$ cat config.mk
export PLATFORM = sky130hd
export DESIGN_NAME = fust_s_wb_arb
export DESIGN_NICKNAME = d
export VERILOG_FILES = /design/src/rtl/datapath_pkg.sv /design/src/rtl/fust_s_wb_arb_rr_arbiter.sv /design/src/rtl/fust_s_wb_arb.sv
export SDC_FILE = /design/constraint.sdc
export NUM_CORES = 1
export LEC_CHECK = 0
export CAP_MARGIN = 0
export CORE_MARGIN = 5
export CORE_UTILIZATION = 45
export DETAILED_ROUTE_END_ITERATION = 7
export DONT_BUFFER_PORTS = 1
export GPL_TIMING_DRIVEN = 0
export PLACE_DENSITY = 0.64
export SYNTH_ARGS = -nofsm -noshare
export SYNTH_HDL_FRONTEND = slang
export SYNTH_SLANG_ARGS = --single-unit
$ cat constraint.sdc
create_clock -name CLK -period 9 [get_ports CLK]
set_input_delay 0.9 -clock CLK [delete_from_list [all_inputs] [get_ports CLK]]
set_output_delay 0.9 -clock CLK [all_outputs]
set_load 0.02 [all_outputs]
$ cat src/rtl/datapath_pkg.sv
// Shared scalar datapath types: FU count, FU index and the writeback request payload.
package datapath_pkg;

  localparam int NUM_FU_S = 4;
  localparam int REG_W_S  = 5;
  localparam int DATA_W_S = 32;
  localparam int FU_IDX_W = $clog2(NUM_FU_S);

  typedef logic [FU_IDX_W-1:0] fu_idx_t;

  typedef struct packed {
    logic [REG_W_S-1:0]  rd;
    logic [DATA_W_S-1:0] data;
  } wb_req_t;

endpackage

$ cat src/rtl/fust_s_wb_arb_rr_arbiter.sv
// Combinational rotating-priority arbiter: searches req starting at ptr, wrapping modulo N.
module rr_arbiter #(
  parameter int N = 4
) (
  input  logic [N-1:0]         req,
  input  logic [$clog2(N)-1:0] ptr,
  input  logic                 enable,
  output logic [N-1:0]         gnt,
  output logic [$clog2(N)-1:0] idx,
  output logic                 valid
);

  always_comb begin
    gnt   = '0;
    idx   = '0;
    valid = 1'b0;
    for (int k = 0; k < N; k++) begin
      int                   cand;
      logic [$clog2(N)-1:0] ci;
      // Explicit subtract keeps the wrap correct when N is not a power of two.
      cand = int'(ptr) + k;
      if (cand >= N) cand = cand - N;
      ci = ($clog2(N))'(cand);
      if (enable && !valid && req[ci]) begin
        valid   = 1'b1;
        gnt[ci] = 1'b1;
        idx     = ci;
      end
    end
  end

endmodule

$ cat src/rtl/fust_s_wb_arb.sv
// Scalar FU writeback scheduler: round-robin onto one regfile port through a one-entry
// output stage, reporting the FU row to clear in the status table on every retire.
module fust_s_wb_arb
  import datapath_pkg::*;
#(
  parameter int NUM_FU = NUM_FU_S,
  parameter int REG_W  = REG_W_S,
  parameter int DATA_W = DATA_W_S,
  parameter int CNT_W  = 16
) (
  input  logic                     CLK,
  input  logic                     nRST,
  input  logic [NUM_FU-1:0]        fu_done,
  input  logic [NUM_FU*REG_W-1:0]  fu_rd,
  input  logic [NUM_FU*DATA_W-1:0] fu_data,
  output logic [NUM_FU-1:0]        fu_ack,
  output logic                     wb_valid,
  output logic                     wb_we,
  output logic [REG_W-1:0]         wb_rd,
  output logic [DATA_W-1:0]        wb_data,
  input  logic                     wb_ready,
  output logic                     fust_clr_en,
  output fu_idx_t                  fust_clr_fu,
  output logic [CNT_W-1:0]         stall_cnt
);

  fu_idx_t ptr;
  fu_idx_t gnt_idx;
  fu_idx_t clr_fu_q;
  logic    gnt_valid;
  logic    stage_free;
  wb_req_t sel_req;
  wb_req_t wb_q;

  assign stage_free = ~wb_valid | wb_ready;

  // Gating with nRST keeps fu_ack and the clear pulse quiet for the whole reset cycle.
  rr_arbiter #(.N(NUM_FU)) u_rr (
    .req    (fu_done),
    .ptr    (ptr),
    .enable (stage_free & nRST),
    .gnt    (fu_ack),
    .idx    (gnt_idx),
    .valid  (gnt_valid)
  );

  always_comb begin
    sel_req = '0;
    for (int i = 0; i < NUM_FU; i++) begin
      if (fu_ack[i]) begin
        sel_req.rd   = fu_rd[i*REG_W +: REG_W];
        sel_req.data = fu_data[i*DATA_W +: DATA_W];
      end
    end
  end

  always_ff @(posedge CLK) begin
    if (!nRST) begin
      ptr       <= '0;
      wb_valid  <= 1'b0;
      wb_we     <= 1'b0;
      wb_q      <= '0;
      clr_fu_q  <= '0;
      stall_cnt <= '0;
    end else begin
      if (gnt_valid) begin
        wb_valid <= 1'b1;
        wb_q     <= sel_req;
        wb_we    <= (sel_req.rd != '0);
        clr_fu_q <= gnt_idx;
        ptr      <= (gnt_idx == fu_idx_t'(NUM_FU - 1)) ? '0 : gnt_idx + 1'b1;
      end else if (wb_valid && wb_ready) begin
        wb_valid <= 1'b0;
      end
      if (wb_valid && !wb_ready && (stall_cnt != {CNT_W{1'b1}})) begin
        stall_cnt <= stall_cnt + 1'b1;
      end
    end
  end

  assign wb_rd       = wb_q.rd;
  assign wb_data     = wb_q.data;
  assign fust_clr_en = wb_valid & wb_ready & nRST;
  assign fust_clr_fu = clr_fu_q;

endmodule

# [Word level (Yosys, flattened, before mapping)]
# Index checks and enable logic that the tools add are counted.
[word_totals] register_bits=59 input_bits=155 elab_cells=97
[classes] mux=39 n_eq_ne=2 addsub=9 bitwise_logic=8 magnitude_cmp=12 reduce_logical=20
[op_table] op="$mux 37" count=4
[op_table] op="$mux 2" count=9
[op_table] op="$add 16x1->16 const B" count=1
[op_table] op="$mux 4" count=4
[op_table] op="$ne 16x16->1 const B" count=1
[op_table] op="$logic_and 1x1->1" count=14
[op_table] op="$mux 1" count=14
[op_table] op="$lt 2x3->1 const B" count=4
[op_table] op="$or 4x4->4" count=3
[op_table] op="$ge 3x3->1 const B" count=3
[op_table] op="$bmux 1 s2" count=4
[op_table] op="$demux 1 s2" count=4
[op_table] op="$ge 2x1->1 const B" count=4
[op_table] op="$sub 2x1->2 const B" count=4
[op_table] op="$add 2x2->3 const B" count=2
[op_table] op="$reduce_bool 5->1" count=1
[op_table] op="$logic_not 1->1" count=4
[op_table] op="$add 2x1->3 const B" count=1
[op_table] op="$and 1x1->1" count=3
[op_table] op="$ge 2x3->1 const B" count=1
[op_table] op="$add 2x1->2 const B" count=1
[op_table] op="$eq 2x2->1 const B" count=1
[op_table] op="$reduce_bool 2->1" count=1
[op_table] op="$not 1->1" count=1
[op_table] op="$or 1x1->1" count=1

# [Longest topological paths before layout]
# Gate-level depths: netlist (run 1).
[logic_depth] depth_word=23 depth_mapped=14

# [Modules after synthesis]
# A second synthesis (run 1) with hierarchy kept.
[unflattened] cells_unflattened=488 hier_area_um2=3936.3
[modules_own_cells] mod="fust_s_wb_arb" instances=1 cells_per_inst=422 area_each_um2=3387.0
[modules_own_cells] mod="rr_arbiter" instances=1 cells_per_inst=66 area_each_um2=549.3

# [Least setup slack after synthesis (run 1)]
# No wires, ideal clock.
[synth_timing] kind="register -> output" startpoint="register (tool-made name)" endpoint="output port fu_ack[3]" path_slack_ps=5262 stages_incl_launch_ff=11 arrival_ps=2838 path_buffers=4 path_cell_list="dfxtp_1 -> buf_2 -> inv_1 -> ha_1 -> or3b_1 -> a2111o_1 -> a21oi_4 -> a221o_1 -> buf_4 -> buf_4 -> buf_2"
[synth_lines] element="to (decl)" line_no="fust_s_wb_arb.sv:16" rtl="output logic [NUM_FU-1:0] fu_ack,"

==> flow_summary_export.csv, run 1 <==
group,metric,value,unit
min_path,holdCritStartpoint,"wb_rd[4]$_SDFFE_PN0P_",
run_status,status,"completed",
timing,relSlewSlack,58.4,%
setup_path,worstSetupStartpointType,"flip-flop",
timing,tns,0,ps
synth,synth_seq_cells,59,
clocking,holdBufCountCts,0,
placement,dp_hpwl,10400,um
clocking,clock_sinks,59,
setup_path,reg2reg_slack,5090,ps
clocking,htreeDepth,3,
layout,final_layout_size_suffix_gt1_share,15.9,%
synth,synth_enable_flop_cells,0,
setup_path,r2r-end,"wb_data[23]$_SDFFE_PN0P_",
global_routing,grt_antenna_before_repair,0,
global_routing,grt_usage,23.5,%
die,start_util,45.9,%
setup_path,critPathMaxFanout,10,
detailed_routing,drt_iter0_drc,227,
placement,place.gp.congestion,0.923,
global_routing,grt_max_degree,11,
synth,ys_types,50,
clocking,clock_latency,340,ps
timing,drv_slew,0,
setup_path,r2r_cells,12,
global_routing,grt-ovfl-total,0,
timing,setup_viol,0,
layout,area.growth.synth_to_final,8.27,%
detailed_routing,wirelength,13400,um
timing,worst_pin_slew,622,ps
die,die_area,10800,um^2
min_path,min_to,"wb_rd[4]$_SDFFE_PN0P_",
clocking,cts_tree,"done",
layout,fin_area,4310,um^2
synth,syn_area,3980,um^2
timing,finalCritPeriodShare,51.4,%
clocking,clockBufferDepth,2,
detailed_routing,vias_per_cell,6.30,
pwr,peakVddDrop,0.0778,mV
placement,place_area,4120,um^2
layout,finalNetCount,656,
global_routing,grt_first_pass_wirelength,20800,um
setup_path,critPathKind,"reg -> out",
timing,min_period,4630,ps
clocking,root_buffer,"clkbuf_8",
synth,avgSynthCellArea,8.26,um^2
detailed_routing,drcViolationCount,0,
setup_path,end_kind,"output pin",
pwr,p_leak,1.53,nW
clocking,numCtsBuffers,9,
min_path,min_delay_path_depth,2,
setup_path,required,8100,ps
synth,synthesis.nets,645,
die,die_h,104,um
die,ios,217,
placement,portBuffers,0,
die,rows,34,
timing,max_freq,216,MHz
detailed_routing,first_pass_iters,6,
synth,yosys_warnings,0,
synth,syn_inst,482,
detailed_routing,ant_nets,0,
die,fp.coreArea,8680,um^2
placement,pre_cts_ws,4760,ps
synth,synth_seq_area_share,29.7,%
pwr,p_total,900,uW
clocking,cts.clk_slew.worst_paths,70,ps
die,die_x,104,um
min_path,holdCritPathClass,"reg -> reg",
detailed_routing,vias,3815,
pwr,power_density,209,nW/um^2
setup_path,crit_arrival,3730,ps
detailed_routing,wl_per_cell,22.0,um
layout,diodes,0,
synth,async_reset_ff_share,0,%
flow_run,cap_viol_max_count,0,
layout,postLayoutCoreUtil,49.7,%
synth,synth_flop_cell,"dfxtp_1",
timing,rsz0062_at_grt,"no",
clocking,cts_resized,0,
timing,fin_worst_skew,13.4,ps
timing,hold_viol,0,
layout,fill_cells,867,
timing,setup_slack,4370,ps
clocking,post_cts_buffers,0,
global_routing,grt_pass1_vias,3861,
[per-layer routing]
metal / part of all wire, % / global-route usage [%] / vias up
met5: 0 / 0 / -
met4: 1.8 / 7.86 / 0
met3: 8.5 / 8.69 / 20
met2: 50 / 40.1 / 174
met1: 40 / 27.1 / 1811
li1: - / - / 1810
[cell usage after synthesis (all sizes together), types with 2 or more instances]
cell	instances	share of area, %
ha	8	2.5
o21ai	45	5.7
and2	10	1.6
nor3	3	0.38
and3b	3	0.66
a21boi	13	2.5
nand2b	2	0.31
inv	11	1.0
clkbuf	22	2.1
nand4	5	0.79
and3	3	0.47
nand3b	4	0.75
mux2i	4	1.0
nor4	2	0.31
nor2b	5	0.79
a211oi	3	0.57
a221o	7	1.8
nor2	40	3.8
buf	24	5.0
a31oi	3	0.47
mux4	2	1.1
a221oi	35	12
o21a	2	0.38
o211ai	4	0.88
xor2	4	0.88
dfxtp	59	30
nand2	25	2.4
nor3b	3	0.57
nand3	5	0.63
xnor2	7	1.5
a21oi	75	9.7
or3	38	6.0
[sequential cells by signal (all words and copies together), names as in the netlist, named ones only]
| register | flops |
|---|---|
| fust_clr_fu | 2 |
| ptr | 1 |
| stall_cnt | 16 |
| wb_data | 32 |
| wb_rd | 5 |
| wb_valid | 1 |
| wb_we | 1 |
[worst max path at each step]
stage | depth (start not counted) | end | startpoint | slack (ps)
2_1_floorplan | 10 | fu_ack[3] | flip-flop | 5260
6_report | 10 | fu_ack[3] | flip-flop | 4370
3_3_place_gp | 10 | fu_ack[3] | flip-flop | 4770
3_5_place_dp | 10 | fu_ack[3] | flip-flop | 4760
5_1_grt | 11 | fu_ack[3] | flip-flop | 4090
4_1_cts | 10 | fu_ack[3] | flip-flop | 4360
[cells by family after synthesis]
family | Yosys count | synth area share [%]
AO/OA/AOI/OAI | 191 | 35.3
XOR/XNOR | 11 | 2.42
adder cells (fa/ha/maj) | 8 | 2.52
buffers and inverters | 57 | 8.17
flip-flops | 59 | 29.7
multiplexers | 6 | 2.14
AND/OR/NAND/NOR | 150 | 19.8
[cell usage in the layout (no fill, tap or decap), types with 4 or more instances in the layout]
cell,count
a21oi_1,74
clkbuf_8,10
o21ai_0,44
nor2_1,40
a21boi_0,12
mux2i_1,4
ha_1,8
a221oi_2,30
buf_2,10
or3_1,38
nor2b_1,5
and2_1,9
clkbuf_1,22
xor2_1,4
inv_1,10
a221o_1,6
xnor2_1,7
dfxtp_1,59
buf_4,10
nand3_1,5
nand4_1,5
a221oi_1,5
nand2_1,25
nand3b_1,4
[critical path, stage by stage, from the launching register on]
cell	delay [ps]
dfxtp_1	460
buf_2	270
inv_1	180
ha_1	370
or3b_1	380
a2111o_1	500
a21oi_4	190
a221o_1	290
buf_4	220
buf_4	200
buf_2	320
[per-stage QoR]
step	cells	hold slack, ps
floorplan	482	533
global placement	590	561
detailed placement	590	570
CTS	606	579
global route	606	603
finish	606	577
[report_power, final]
part | internal (mW) | total [mW] | switching [mW] | leakage, nW
clock network | 0.134 | 0.243 | 0.109 | 0.0991
logic | 0.142 | 0.321 | 0.179 | 0.947
registers | 0.287 | 0.336 | 0.0496 | 0.484
[layout make-up]
type	instances	area, um^2	area share, %
clock inverter	5	52.6	1.22
sequential	59	1180	27.4
inverter	11	41.3	0.958
tap	108	135	3.14
clock buffer	11	141	3.28
multi-input combinational	366	2470	57.4
buffer	46	284	6.59
No activity file was read; power rests on OpenSTA's default activity.
==> inputs of run 2 (changes only) <==
- PLACE_DENSITY: 0.64 -> 0.66
- clock period: 9 -> 4.24 ns (I/O delays scaled with it)
==> flow_summary_export.csv, run 2 (synthesis gave the netlist of run 1 again) <==
group,metric,value,unit
run_status,status,"completed",
setup_path,end_kind,"output pin",
clocking,numCtsBuffers,9,
layout,fill_cells,857,
timing,hold_viol,0,
timing,drv_slew,0,
setup_path,critPathKind,"reg -> out",
detailed_routing,wl_met1,5000,um
clocking,cts.clk_slew.worst_paths,70,ps
timing,finalCritPeriodShare,94.4,%
setup_path,r2r_cells,13,
timing,min_period,4000,ps
clocking,clock_latency,330,ps
setup_path,crit_path_top_delay_cell,"a2111o_1",
placement,dp_cells,590,
layout,layout_common_cells,"a21oi_1, dfxtp_1, o21ai_0",
die,die_h,104,um
timing,rsz0062_at_grt,"no",
min_path,min_to,"wb_data[2]$_SDFFE_PN0P_",
layout,fin_cells,607,
detailed_routing,routed.top_layer,"met4",
timing,worst_pin_slew,670,ps
placement,place_area,4120,um^2
timing,setup_viol,0,
clocking,clockBufferDepth,2,
layout,layout_commonest_cell,"a21oi_1",
clocking,holdBufCountCts,0,
min_path,min_delay_path_depth,2,
timing,relSlewSlack,55.1,%
detailed_routing,met2_length,6710,um
die,start_util,45.9,%
clocking,cts_tree,"done",
detailed_routing,wirelength,13100,um
die,ios,217,
setup_path,crit_top_cell,"buf_4",
layout,final_layout_size_suffix_gt1_share,16.2,%
placement,portBuffers,0,
detailed_routing,drcViolationCount,0,
layout,multi_input_area,2480,um^2
detailed_routing,vias_per_cell,6.30,
detailed_routing,wl_met3,1210,um
timing,tns,0,ps
min_path,holdCritStartpoint,"fu_data[98]",
detailed_routing,ant_nets,0,
clocking,root_buffer,"clkbuf_8",
layout,largest_reg_flops,32,
timing,setup_slack,238,ps
setup_path,r2r-end,"wb_data[5]$_SDFFE_PN0P_",
timing,fin_worst_skew,9.98,ps
timing,max_freq,250,MHz
layout,finalNetCount,657,
setup_path,worstSetupStartpointType,"flip-flop",
global_routing,grt_antenna_before_repair,0,
layout,diodes,0,
detailed_routing,drt_iter0_drc,221,
clocking,htreeDepth,3,
global_routing,grt_first_pass_wirelength,20600,um
pwr,peakVddDrop,0.196,mV
die,fp.coreArea,8680,um^2
clocking,clock_sinks,59,
setup_path,reg2reg_slack,400,ps
global_routing,grt_usage,23.2,%
die,rows,34,
global_routing,grt-ovfl-total,0,
setup_path,critPathMaxFanout,10,
placement,place.gp.congestion,0.915,
flow_run,cap_viol_max_count,0,
setup_path,crit_arrival,3580,ps
pwr,p_leak,1.56,nW
placement,dp_hpwl,10200,um
die,die_area,10800,um^2
min_path,holdCritPathClass,"in -> reg",
placement,pre_cts_ws,334,ps
setup_path,path_cells,"buf_2 > inv_1 > ha_1 > or3b_1 > a2111o_1 > a21oi_4 > a221o_1 > buf_4 > buf_4 > clkbuf_4",
detailed_routing,vias,3825,
global_routing,grt_pass1_vias,3916,
layout,seq_area,1180,um^2
die,die_x,104,um
detailed_routing,wl_per_cell,21.6,um
global_routing,grt_max_degree,11,
layout,fin_area,4370,um^2
detailed_routing,first_pass_iters,5,
pwr,power_density,465,nW/um^2
layout,area.growth.synth_to_final,9.81,%
setup_path,max_stage_delay,510,ps
pwr,p_total,2.03,mW
setup_path,required,3820,ps
==> run 2: changes by cell type in the layout (fill, tap and decap cells not counted), sizes merged <==
| cell | previous run | this run |
|---|---|---|
| clkinv | 3 | 2 |
| bufinv | 1 | 3 |
| clkinvlp | 1 | 0 |
| clkbuf | 33 | 34 |
==> run 2: worst max-delay path, delay by kind of cell (launching register included) <==
family                   cells  cell delay (ps)
AND/OR/NAND/NOR              1              370
flip-flops                   1              460
adder cells (fa/ha/maj)      1              380
buffers and inverters        5             1100
AO/OA/AOI/OAI                3              920
==> run 2: routing by layer <==
metal	global-route usage, %	vias to the layer above
li1	-	1804
met3	8.75	19
met5	0	-
met2	40.8	200
met1	26.2	1802
met4	6.11	0
==> run 2: how the worst max path moves through the flow <==
stage | start | to | slack (ps) | cells past startpoint
3_3_place_gp | flip-flop | wb_data[23]$_SDFFE_PN0P_ | 450 | 12
4_1_cts | flip-flop | fu_ack[3] | 40 | 10
2_1_floorplan | flip-flop | wb_we$_SDFFE_PN0P_ | 930 | 14
5_1_grt | flip-flop | fu_ack[3] | 40 | 10
3_5_place_dp | flip-flop | wb_data[23]$_SDFFE_PN0P_ | 330 | 12
6_report | flip-flop | fu_ack[3] | 240 | 10
==> run 2: report_power, final <==
part	switching (mW)	internal, mW	total (mW)	leakage, nW
Clock	0.230	0.405	0.635	0.123
Sequential	0.106	0.608	0.714	0.484
Combinational	0.378	0.304	0.682	0.952
==> run 2: stage by stage <==
| step | util [%] | hold WS, ps |
|---|---|---|
| 3_5_place_dp | 47.4 | 568 |
| 4_1_cts | 50.2 | 281 |
| 2_1_floorplan | - | 533 |
| 5_1_grt | 50.4 | 282 |
| 6_report | 50.4 | 290 |
| 3_3_place_gp | 47.4 | 560 |
==> run 2: cell type report <==
class | instances | area share (%)
Clock buffer | 11 | 3.24
Multi-Input combinational cell | 366 | 56.7
Buffer | 46 | 6.56
Tap cell | 108 | 3.09
Clock inverter | 5 | 2.29
Timing Repair Buffer | 1 | 0.172
Inverter | 11 | 0.945
Sequential cell | 59 | 27.0
==> run 2: what timing repair did <==
| action | 4_1_cts | 5_1_grt |
|---|---|---|
| setup endpoints to repair | 0 | 11 |
| resized for setup | 0 | 2 |
| setup buffers | 0 | 1 |
